==> src/rtl/frame_uart_streamer_if.sv <==
// Byte stream from the frame packetizer into the UART transmitter.
// Valid/ready handshake; a byte moves when both are high on a clock edge.
interface frame_uart_streamer_if #(
  parameter int WIDTH = 8
);
  logic [WIDTH-1:0] tx_data;
  logic             tx_valid;
  logic             tx_ready;

  modport master (
    output tx_data,
    output tx_valid,
    input  tx_ready
  );

  modport slave (
    input  tx_data,
    input  tx_valid,
    output tx_ready
  );
endinterface

==> src/rtl/frame_uart_streamer.sv <==
// Frame packetizer: snapshots a pattern word and streams it as
// HDR, SEQ, D0..D(SIZE-1), CHK over a valid/ready byte link.
module frame_uart_streamer #(
  parameter int               WIDTH  = 8,
  parameter int               SIZE   = 16,
  parameter logic [WIDTH-1:0] HEADER = 8'hA5
) (
  input  logic                  clk,
  input  logic                  rst,
  input  logic                  start,
  input  logic [WIDTH*SIZE-1:0] frame_in,
  frame_uart_streamer_if.master tx,
  output logic                  busy,
  output logic                  frame_done,
  output logic                  overrun,
  output logic [7:0]            seq_num
);

  localparam int IW = (SIZE > 1) ? $clog2(SIZE) : 1;
  localparam logic [IW-1:0] LAST = IW'(SIZE - 1);

  typedef enum logic [2:0] {
    IDLE,
    HDR,
    SEQ,
    DATA,
    CHK
  } state_t;

  state_t                state, state_d;
  logic [WIDTH*SIZE-1:0] snap, snap_d;
  logic [7:0]            seq_lat, seq_lat_d;
  logic [7:0]            seq_num_d;
  logic [WIDTH-1:0]      acc, acc_d;
  logic [WIDTH-1:0]      data_d, sum;
  logic [IW-1:0]         idx, idx_d, nidx;
  logic                  valid_d, done_d, ovr_d;
  logic                  xfer;

  assign xfer = tx.tx_valid && tx.tx_ready;
  // Running sum including the byte currently on the link.
  assign sum  = acc + tx.tx_data;
  assign nidx = idx + 1'b1;

  always_comb begin
    state_d   = state;
    snap_d    = snap;
    seq_lat_d = seq_lat;
    seq_num_d = seq_num;
    acc_d     = acc;
    idx_d     = idx;
    data_d    = tx.tx_data;
    valid_d   = tx.tx_valid;
    done_d    = 1'b0;
    ovr_d     = overrun | (start && (state != IDLE));
    unique case (state)
      IDLE: begin
        if (start) begin
          snap_d    = frame_in;
          seq_lat_d = seq_num;
          acc_d     = '0;
          valid_d   = 1'b1;
          data_d    = HEADER;
          state_d   = HDR;
        end
      end
      HDR: begin
        if (xfer) begin
          data_d  = WIDTH'(seq_lat);
          state_d = SEQ;
        end
      end
      SEQ: begin
        if (xfer) begin
          acc_d   = sum;
          idx_d   = '0;
          data_d  = snap[0 +: WIDTH];
          state_d = DATA;
        end
      end
      DATA: begin
        if (xfer) begin
          acc_d = sum;
          if (idx == LAST) begin
            data_d  = '0 - sum;
            state_d = CHK;
          end else begin
            idx_d  = nidx;
            data_d = snap[nidx*WIDTH +: WIDTH];
          end
        end
      end
      CHK: begin
        if (xfer) begin
          valid_d   = 1'b0;
          done_d    = 1'b1;
          seq_num_d = seq_num + 8'd1;
          state_d   = IDLE;
        end
      end
      default: state_d = IDLE;
    endcase
  end

  always_ff @(posedge clk or posedge rst) begin
    if (rst) begin
      state       <= IDLE;
      snap        <= '0;
      seq_lat     <= '0;
      seq_num     <= '0;
      acc         <= '0;
      idx         <= '0;
      tx.tx_data  <= '0;
      tx.tx_valid <= 1'b0;
      frame_done  <= 1'b0;
      overrun     <= 1'b0;
      busy        <= 1'b0;
    end else begin
      state       <= state_d;
      snap        <= snap_d;
      seq_lat     <= seq_lat_d;
      seq_num     <= seq_num_d;
      acc         <= acc_d;
      idx         <= idx_d;
      tx.tx_data  <= data_d;
      tx.tx_valid <= valid_d;
      frame_done  <= done_d;
      overrun     <= ovr_d;
      busy        <= (state_d != IDLE);
    end
  end

endmodule

==> src/flat_wrapper.sv <==
// flat-port wrapper written by rule: the top's interface ports become plain ports
module frame_uart_streamer_flat 
#(
  parameter int               WIDTH  = 8,
  parameter int               SIZE   = 16,
  parameter logic [WIDTH-1:0] HEADER = 8'hA5
)
  (clk, rst, start, frame_in, busy, frame_done, overrun, seq_num, tx_tx_data, tx_tx_valid, tx_tx_ready);
  frame_uart_streamer_if #(.WIDTH(WIDTH)) tx_i ();
  input  logic clk;
  input  logic rst;
  input  logic start;
  input  logic [WIDTH*SIZE-1:0] frame_in;
  output logic busy;
  output logic frame_done;
  output logic overrun;
  output logic [7:0] seq_num;
  output wire logic [$bits(tx_i.tx_data)-1:0] tx_tx_data;
  output wire logic [$bits(tx_i.tx_valid)-1:0] tx_tx_valid;
  input wire logic [$bits(tx_i.tx_ready)-1:0] tx_tx_ready;
  assign tx_tx_data = tx_i.tx_data;
  assign tx_tx_valid = tx_i.tx_valid;
  assign tx_i.tx_ready = tx_tx_ready;
  frame_uart_streamer #(.WIDTH(WIDTH), .SIZE(SIZE), .HEADER(HEADER)) u_core (.clk(clk), .rst(rst), .start(start), .frame_in(frame_in), .tx(tx_i), .busy(busy), .frame_done(frame_done), .overrun(overrun), .seq_num(seq_num));
endmodule
==> config.mk <==
export PLATFORM = sky130hd
export DESIGN_NAME = frame_uart_streamer_flat
export DESIGN_NICKNAME = d
export VERILOG_FILES = /design/src/rtl/frame_uart_streamer_if.sv /design/src/rtl/frame_uart_streamer.sv /design/src/flat_wrapper.sv
export SDC_FILE = /design/constraint.sdc
export NUM_CORES = 1
export LEC_CHECK = 0
export CAP_MARGIN = 20
export CORE_UTILIZATION = 38
export DETAILED_ROUTE_END_ITERATION = 8
export MAX_ROUTING_LAYER = met4
export SKIP_CTS_REPAIR_TIMING = 1
export SYNTH_ARGS = -nofsm -noshare
export SYNTH_HDL_FRONTEND = slang
export SYNTH_SLANG_ARGS = --single-unit
==> constraint.sdc <==
create_clock -name clk -period 9.47 [get_ports clk]
set_clock_uncertainty 0.2 [all_clocks]
set_input_delay 1.4205 -clock clk [delete_from_list [all_inputs] [get_ports clk]]
set_output_delay 1.4205 -clock clk [all_outputs]
set_load 0.01 [all_outputs]
# After elaboration in Yosys (flattened, before gate mapping)
# Index checks and enable logic that the tools add are counted.
# W data, S select, Z words.
[classes] n_addsub=4 n_eq_ne=12 shift=1 muxes=25 bitwise=1 reduce_logical=16
[op_table] cell="$shiftx A128 B8 Y8" n=1
[op_table] cell="$mux W8" n=7
[op_table] cell="$pmux W8 S4" n=1
[op_table] cell="$mux W3" n=6
[op_table] cell="$pmux W8 S2" n=1
[op_table] cell="$pmux W3 S5" n=1
[op_table] cell="$mux W4" n=3
[op_table] cell="$ne A2 B1 Y1 const B" n=5
[op_table] cell="$add A8 B1 Y8 const B" n=1
[op_table] cell="$add A8 B8 Y8" n=1
[op_table] cell="$pmux W4 S2" n=1
[op_table] cell="$sub A1 B8 Y8 const A" n=1
[op_table] cell="$eq A3 B2 Y1 const B" n=2
[op_table] cell="$reduce_and A3 Y1" n=2
[op_table] cell="$reduce_bool A2 Y1" n=3
[op_table] cell="$reduce_bool A3 Y1" n=2
[op_table] cell="$reduce_and A5 Y1" n=1
[op_table] cell="$add A4 B1 Y4 const B" n=1
[op_table] cell="$eq A4 B4 Y1 const B" n=1
[op_table] cell="$mux W1" n=4
[op_table] cell="$ne A2 B2 Y1 const B" n=2
[op_table] cell="$reduce_and A2 Y1" n=2
[op_table] cell="$reduce_and A4 Y1" n=1
[op_table] cell="$reduce_bool A4 Y1" n=1
[op_table] cell="other kinds (7)" n=8
[totals] register_bits=171 input_bits=132 output_inout_bits=20

# Logic depth before layout (Yosys ltp)
# Gate-level depths: netlist (run 1).
[depth] word_depth=5 depth_mapped=10 ltp_nobuf=10

# Worst setup path after synthesis (run 1)
# No wires, ideal clock.
[synth_timing] path_kind="input to register" from="input port tx_tx_ready" to="register u_core.idx[2]" arrival_time_ns=2.748 path_slack_ns=6.457 cell_stages=8 path_buffers=2 cell_sequence="and2_1 clkbuf_1 or2b_2 buf_4 nor2_1 nand2_1 o21ai_0 a22o_1"
[synth_via] elab_chain_len=3 elab_cells_between_ends=4 classes_between="2 x eq/ne; 2 x reduce/logical"
[synth_rtl] element="start: declaration" line="flat_wrapper.sv:20" text="input wire logic [$bits(tx_i.tx_ready)-1:0] tx_tx_ready;"
[synth_rtl] element="$logic_and A1 B1 Y1 *" line="frame_uart_streamer.sv:40" text="assign xfer = tx.tx_valid && tx.tx_ready;"
[synth_rtl] element="$ne A2 B1 Y1 (no source line)"
[synth_rtl] element="$reduce_and A4 Y1 (no source line) *"
[synth_rtl] element="end signal: assignment" line="frame_uart_streamer.sv:124" text="idx <= idx_d;"
[synth_rtl] element="end: declaration" line="frame_uart_streamer.sv:36" text="logic [IW-1:0] idx, idx_d, nidx;"
# Mark *: on every way between the ends. The rest lies on a longest branch, timed or not.
# A chain may end at the register's enable or synchronous reset.

# Final worst setup path (run 1)
[layout_timing] from="input port start" to="register u_core.tx.tx_data[3]"
[layout_via] elab_chain_len=2
[layout_rtl] element="start: declaration" line="flat_wrapper.sv:12" text="input logic start;"
[layout_rtl] element="$ne A2 B2 Y1 (no source line)"
[layout_rtl] element="$reduce_and A5 Y1 (no source line)"
[layout_rtl] element="end signal: assignment" line="frame_uart_streamer.sv:125" text="tx.tx_data <= data_d;"
[layout_rtl] element="end: declaration" line="frame_uart_streamer_if.sv:11" text="output tx_data,"
# Every way passes these cells.

==> flow_summary.toml, run 1 <==
[worst_setup_path]
r2r-end = "u_core.tx.tx_data[3]"
r2r-start = "u_core.idx[1]"
worstPathArrival_ps = 3630
path_class = "in2reg"
r2r.worst_path.cells = 6
worst_ep_required_time_ps = 9600
cp-end-kind = "register"
cp_max_fo = 75
critPathLaunchType = "input port"
r2r_setup_slack_ps = 6040

[power]
p_int_w = 0.001804
p_leak_nw = 5.109
p_per_area_nw_per_um2 = 252.3
total_power_w = 0.002689
seq_power_share_pct = 38.6
ir_worst_vdd_mv = 0.1120
combPwrFrac_pct = 35.4
p_clk_share_pct = 26.0
sw_frac_of_total_pct = 32.93
power.switching_w = 0.0008857

[placed_design]
dp_hpwl_um = 15020
gp_congestion = 0.8584
port_buffers = 151
dp_cells = 1276

[clock_tree]
tritoncts = "done"
cts_root_buf = "clkbuf_16"
cts_buffers = 17
clock_sinks = 171
worstSkewPairLatency_ps = 420
htree_levels = 4
clock_path_buffers = 2
clkTransAtPathRegs_ps = 60

[detailed_routing]
drc = 0
ant_nets = 0
wl_per_cell_um = 16.46
drtIter0Drc = 455
routed_via_density = 5.006
drt-total-wl_um = 21520
drtPass1Iterations = 4
num_vias = 6543

[logic_synthesis]
synthCells = 890
synth_common_cells = "nand2_1, dfrtp_1, clkbuf_1, mux4_2, o21ai_0"
seq_area_frac_synth_pct = 50.94
synth_top_area_cell = "dfrtp_1"
synth_area_um2 = 8401
synthArstFlopShare_pct = 100.0
ys_ff_latch = 171
synth_edf_count = 0
synth_cell_types = 57
netlist.area_leader.share_pct = 50.94
yosysMostFrequentCell = "nand2_1"
syn-num-nets = 1033
synth.avg_cell_area_um2 = 9.439
synth_ff_type = "dfrtp_1"
synth_warnings = 0
synth_area_leaders = "dfrtp_1, nand2_1, mux4_2"

[floorplan]
die_x_um = 150.7
num_rows = 54
top_level_ports = 152
core_um2 = 21760
die_h_um = 150.7
die_area_um2 = 22710
start_util_pct = 38.61

[timing]
slew_viol_final = 0
post-route-period-util_pct = 36.98
tns_ps = 0
rsz0062_at_grt = "no"
finalHoldViolCount = 0
tightest_slew_ps = 1018
max_freq_ghz = 0.2855
finalSetupViolCount = 0
slew_headroom_pct = 32.11
holdWs_ps = 269.9
min_period_ps = 3502

[flow_run]
cap_viol_max_count = 0

[global_route]
antenna_found_initial = 0
grt_usage_pct = 20.61
grt_overflow = 0
grt_pass1_vias = 6557
grt_max_degree = 111
grt_pass1_wl_um = 34290

[final_layout]
seq_area_um2 = 4280
nets = 1159
fillers = 2060
fin_util_pct = 49.01
syn2layout_area_growth_pct = 26.91
multiInputGateArea_um2 = 3791
drive_above_1_share_pct = 7.790
antenna_cells = 0
fin_cells = 1307

[status]
status = "finished clean"

[worst_hold_path]
hold_end = "u_core.seq_lat[3]"
holdCritStartpoint = "u_core.seq_lat[3]"
hp-class = "reg2reg"
min_path_cells = 2
[logic make-up (layout without fill, tap and decap cells)]
group | Yosys count | count (layout) | synth area share [%]
and+or+nand+nor | 500 | 500 | 24.05
AOI/OAI and AO/OA | 81 | 81 | 6.345
adders and majority gates | 11 | 11 | 1.728
xor gates and xnor gates | 19 | 19 | 1.981
buffers and inverters | 65 | 202 | 4.081
DFF | 171 | 171 | 50.94
muxes | 43 | 43 | 10.87
[state kept, by name (all words and copies together) (netlist names)]
register,flops
u_core.frame_done,1
u_core.snap,128
u_core.busy,1
u_core.seq_num,8
u_core.tx.tx_valid,1
u_core.overrun,1
u_core.state,3
u_core.acc,8
u_core.idx,4
u_core.seq_lat,8
u_core.tx.tx_data,8
[per-stage QoR]
stage	worst slack, ps	instance area (µm²)
final	5968	10660
after global routing	5839	10660
after floorplan	3218	8401
after detailed placement	5511	10040
after global placement	5502	10040
after CTS	5928	10630
[metal layers]
metal	wire length, µm	track usage, %	vias to the layer above	part of all wire [%]
met4	373	6.550	0	1.7
met3	762	2.848	21	3.5
met5	0	-	-	0
met2	10390	32.17	146	48
li1	-	-	3191	-
met1	9993	27.86	3185	46
[how the worst max path moves through the flow]
stage                     startpoint                   end  slack [ps]  depth (start not counted)
after global routing           start  u_core.tx.tx_data[3]        5840                          5
after CTS                      start        u_core.snap[3]        5930                          4
after floorplan                  rst         u_core.acc[0]        3220                          1
final                          start  u_core.tx.tx_data[3]        5970                          5
after detailed placement       start  u_core.tx.tx_data[3]        5510                          5
after global placement         start  u_core.tx.tx_data[3]        5500                          5
[cell type report]
class                      count  area share, %
multi-input combinational    654          35.56
sequential                   171          40.15
inverter                      13         0.5046
timing repair buffer         159          14.93
clock buffer                  21          4.507
tap                          280          3.286
clock inverter                 9          1.068
[cell usage in the layout, fill, tap and decap left out, types with 3 or more instances in the layout]
cell,count
and2_1,3
buf_4,7
nor2b_1,4
clkbuf_8,4
o31ai_1,3
nand3_1,16
a211oi_1,3
nor3_1,5
a21oi_1,20
inv_1,12
mux4_1,11
dfrtp_1,170
clkdlybuf4s50_1,151
and3_1,6
xnor2_1,13
nand2_1,427
nand2b_1,7
mux4_2,24
ha_1,9
or2_2,4
clkbuf_16,17
nand4_1,4
o21ai_0,23
a21o_1,4
clkinvlp_4,3
a2111oi_0,4
nor2_1,12
mux2i_1,5
mux2_2,3
xor2_1,6
[power groups by stage]
stage               Combinational, W  Clock, W  Sequential (W)
global route                 0.00105  0.000744         0.00106
global placement            0.000937         0         0.00104
finish                      0.000952  0.000699         0.00104
CTS                         0.000956  0.000713         0.00104
floorplan                   0.000694         0         0.00101
detailed placement          0.000948         0         0.00105
[worst max-delay path: stages]
cell	delay, ps
clkdlybuf4s50_1	520
nand2_4	630
buf_4	680
a21oi_1	160
a211oi_1	180
No activity file was read; power rests on OpenSTA's default activity.
==> run 2, diff against run 1 <==
==> constraint.sdc (replaced) <==
create_clock -name clk -period 3.03 [get_ports clk]
set_clock_uncertainty 0.2 [all_clocks]
set_input_delay 0.4545 -clock clk [delete_from_list [all_inputs] [get_ports clk]]
set_output_delay 0.4545 -clock clk [all_outputs]
set_load 0.01 [all_outputs]
==> run 2 against run 1 <==
Compared with the run above:
- first-iteration DRC count is 5.3% lower
- global-route usage grew 0.78 points
- worst hold slack got worse by 2.0 ps
- non-clock buffer count increased by 18
- flip-flop and latch count is the same
- via count rose by 1.1%
- setup slack lost 5800 ps
- count of clock-buffer cells in the layout fell by 3
- wire length up 2.0%
- critical path type is now reg2reg
==> flow_summary.toml, run 2 (same netlist as run 1, synthesis figures left out) <==
[clock_tree]
htree_levels = 4
cts_buffers = 17
cts_root_buf = "clkbuf_16"
clock_path_buffers = 2
clkTransAtPathRegs_ps = 70
tritoncts = "done"
clock_sinks = 171
worstSkewPairLatency_ps = 430

[worst_setup_path]
r2r_setup_slack_ps = 150
crit_slowest_cell = "fa_1"
r2r-end = "u_core.tx.tx_data[6]"
cp-startpoint = "u_core.tx.tx_data[0]"
r2r.worst_path.cells = 10
cp_max_fo = 3
worstPathArrival_ps = 2990
path_class = "reg2reg"
cp-end-kind = "register"
critPathMaxStageDelay_ps = 480
r2r-start = "u_core.tx.tx_data[0]"
worst_ep_required_time_ps = 3140
critPathLaunchType = "register"
crit_chain = "ha_1, fa_1, inv_1, ha_2, nand2b_1, a2111oi_4, o22ai_2, o211a_1, o31ai_1, a21oi_1"
crit_end = "u_core.tx.tx_data[6]"

[timing]
rsz0062_at_grt = "yes"
tightest_slew_ps = 741.7
min_period_ps = 2881
post-route-period-util_pct = 95.09
finalSetupViolCount = 0
finalHoldViolCount = 0
max_freq_ghz = 0.3471
slew_viol_final = 0
slew_headroom_pct = 50.45

[placed_design]
port_buffers = 151
gp_congestion = 0.8708
dp_cells = 1295
dp_hpwl_um = 16070
place_area_um2 = 10260

[detailed_routing]
drtIter0Drc = 431
drt-total-wl_um = 21950
drc = 0
drtPass1Iterations = 5
wl_per_cell_um = 16.54
num_vias = 6616
ant_nets = 0
routed_via_density = 4.986

[final_layout]
nets = 1177
final_area_um2 = 10930
fin_cells = 1327
layout_commonest_cell = "nand2_1"
antenna_cells = 0
syn2layout_area_growth_pct = 30.09
largest_reg_flops = 128
regMostFlops = "u_core.snap"
fillers = 2082
drive_above_1_share_pct = 10.03
layout_common_cells = "nand2_1, dfrtp_1, clkdlybuf4s50_1"

[global_route]
grt_max_degree = 79
grt_pass1_wl_um = 35500
grtUsageMet2_pct = 34.68
grt_overflow = 0
antenna_found_initial = 0
grtUsageMet3_pct = 3.000
busiest_layer = "met2"
grtUsageMet1_pct = 28.60
grt_pass1_vias = 6714
grt_usage_pct = 21.39

[status]
status = "finished clean"

[power]
ir_worst_vdd_mv = 0.4071
p_leak_nw = 5.240
p_per_area_nw_per_um2 = 797.7
total_power_w = 0.008717

[floorplan]
die_x_um = 150.7
start_util_pct = 38.61
num_rows = 54
die_h_um = 150.7
die_area_um2 = 22710
core_um2 = 21760
top_level_ports = 152

[flow_run]
cap_viol_max_count = 0

[worst_hold_path]
hp-class = "reg2reg"
run 2: cell count changes in the layout (fill, tap and decap cells not counted), moves of 2 or more:
cell	before	now
a2111oi_0	4	1
a2111oi_1	0	2
buf_12	0	6
buf_4	7	20
clkbuf_8	4	1
inv_6	2	6
run 2: how the worst min path moves through the flow:
stage / startpoint / endpoint / slack, ps / cells after the start
global placement: u_core.snap[123] / u_core.snap[123] / 250 / 2
detailed placement: u_core.seq_lat[0] / u_core.seq_lat[0] / 250 / 2
global route: u_core.snap[72] / u_core.snap[72] / 290 / 2
floorplan: u_core.seq_lat[7] / u_core.seq_lat[7] / 240 / 2
CTS: u_core.seq_lat[0] / u_core.seq_lat[0] / 270 / 2
finish: u_core.snap[72] / u_core.snap[72] / 270 / 2
run 2: layout make-up:
type / count / area [µm²] / share of cell area (%)
multi-input combinational: 654 / 3842 / 35.16
tap: 280 / 350.3 / 3.206
timing repair buffer: 177 / 1782 / 16.30
clock inverter: 14 / 181.4 / 1.660
clock buffer: 18 / 439.2 / 4.019
sequential: 171 / 4280 / 39.17
inverter: 13 / 52.55 / 0.4809
run 2: metal layers:
metal	routed length, µm	vias to the layer above	share of wire (%)
li1	-	3227	-
met3	775	19	3.5
met2	10860	144	49
met1	10100	3226	46
met4	213	0	0.97
met5	0	-	0
run 2: critical path: cells and delay by family (launching register included):
kind | cells | cell delay (ps)
buffers and inverters | 1 | 100
flip-flops | 1 | 390
AND/OR/NAND/NOR | 1 | 90
adder cells (fa/ha/maj) | 3 | 930
AO/OA/AOI/OAI | 5 | 1050
run 2: metrics by stage:
stage          hold slack, ps  setup TNS (ps)  util (%)  setup WS (ps)
2_1_floorplan           237.2               0         -          145.5
3_3_place_gp            251.7               0     47.14          60.90
3_5_place_dp            254.9          -39.86     47.14         -39.86
4_1_cts                 272.1          -41.15     49.99         -41.15
5_1_grt                 285.2          -16.38     50.23         -16.38
6_report                267.9               0     50.23          148.8
run 2: report_power, final:
| group | total (W) | leakage [nW] | switching [W] | internal, W |
|---|---|---|---|---|
| registers | 0.00326 | 2.14 | 0.000386 | 0.00287 |
| logic | 0.00315 | 2.79 | 0.00159 | 0.00156 |
| clock network | 0.00231 | 0.303 | 0.000967 | 0.00134 |
| total | 0.00872 | 5.24 | 0.00294 | 0.00578 |
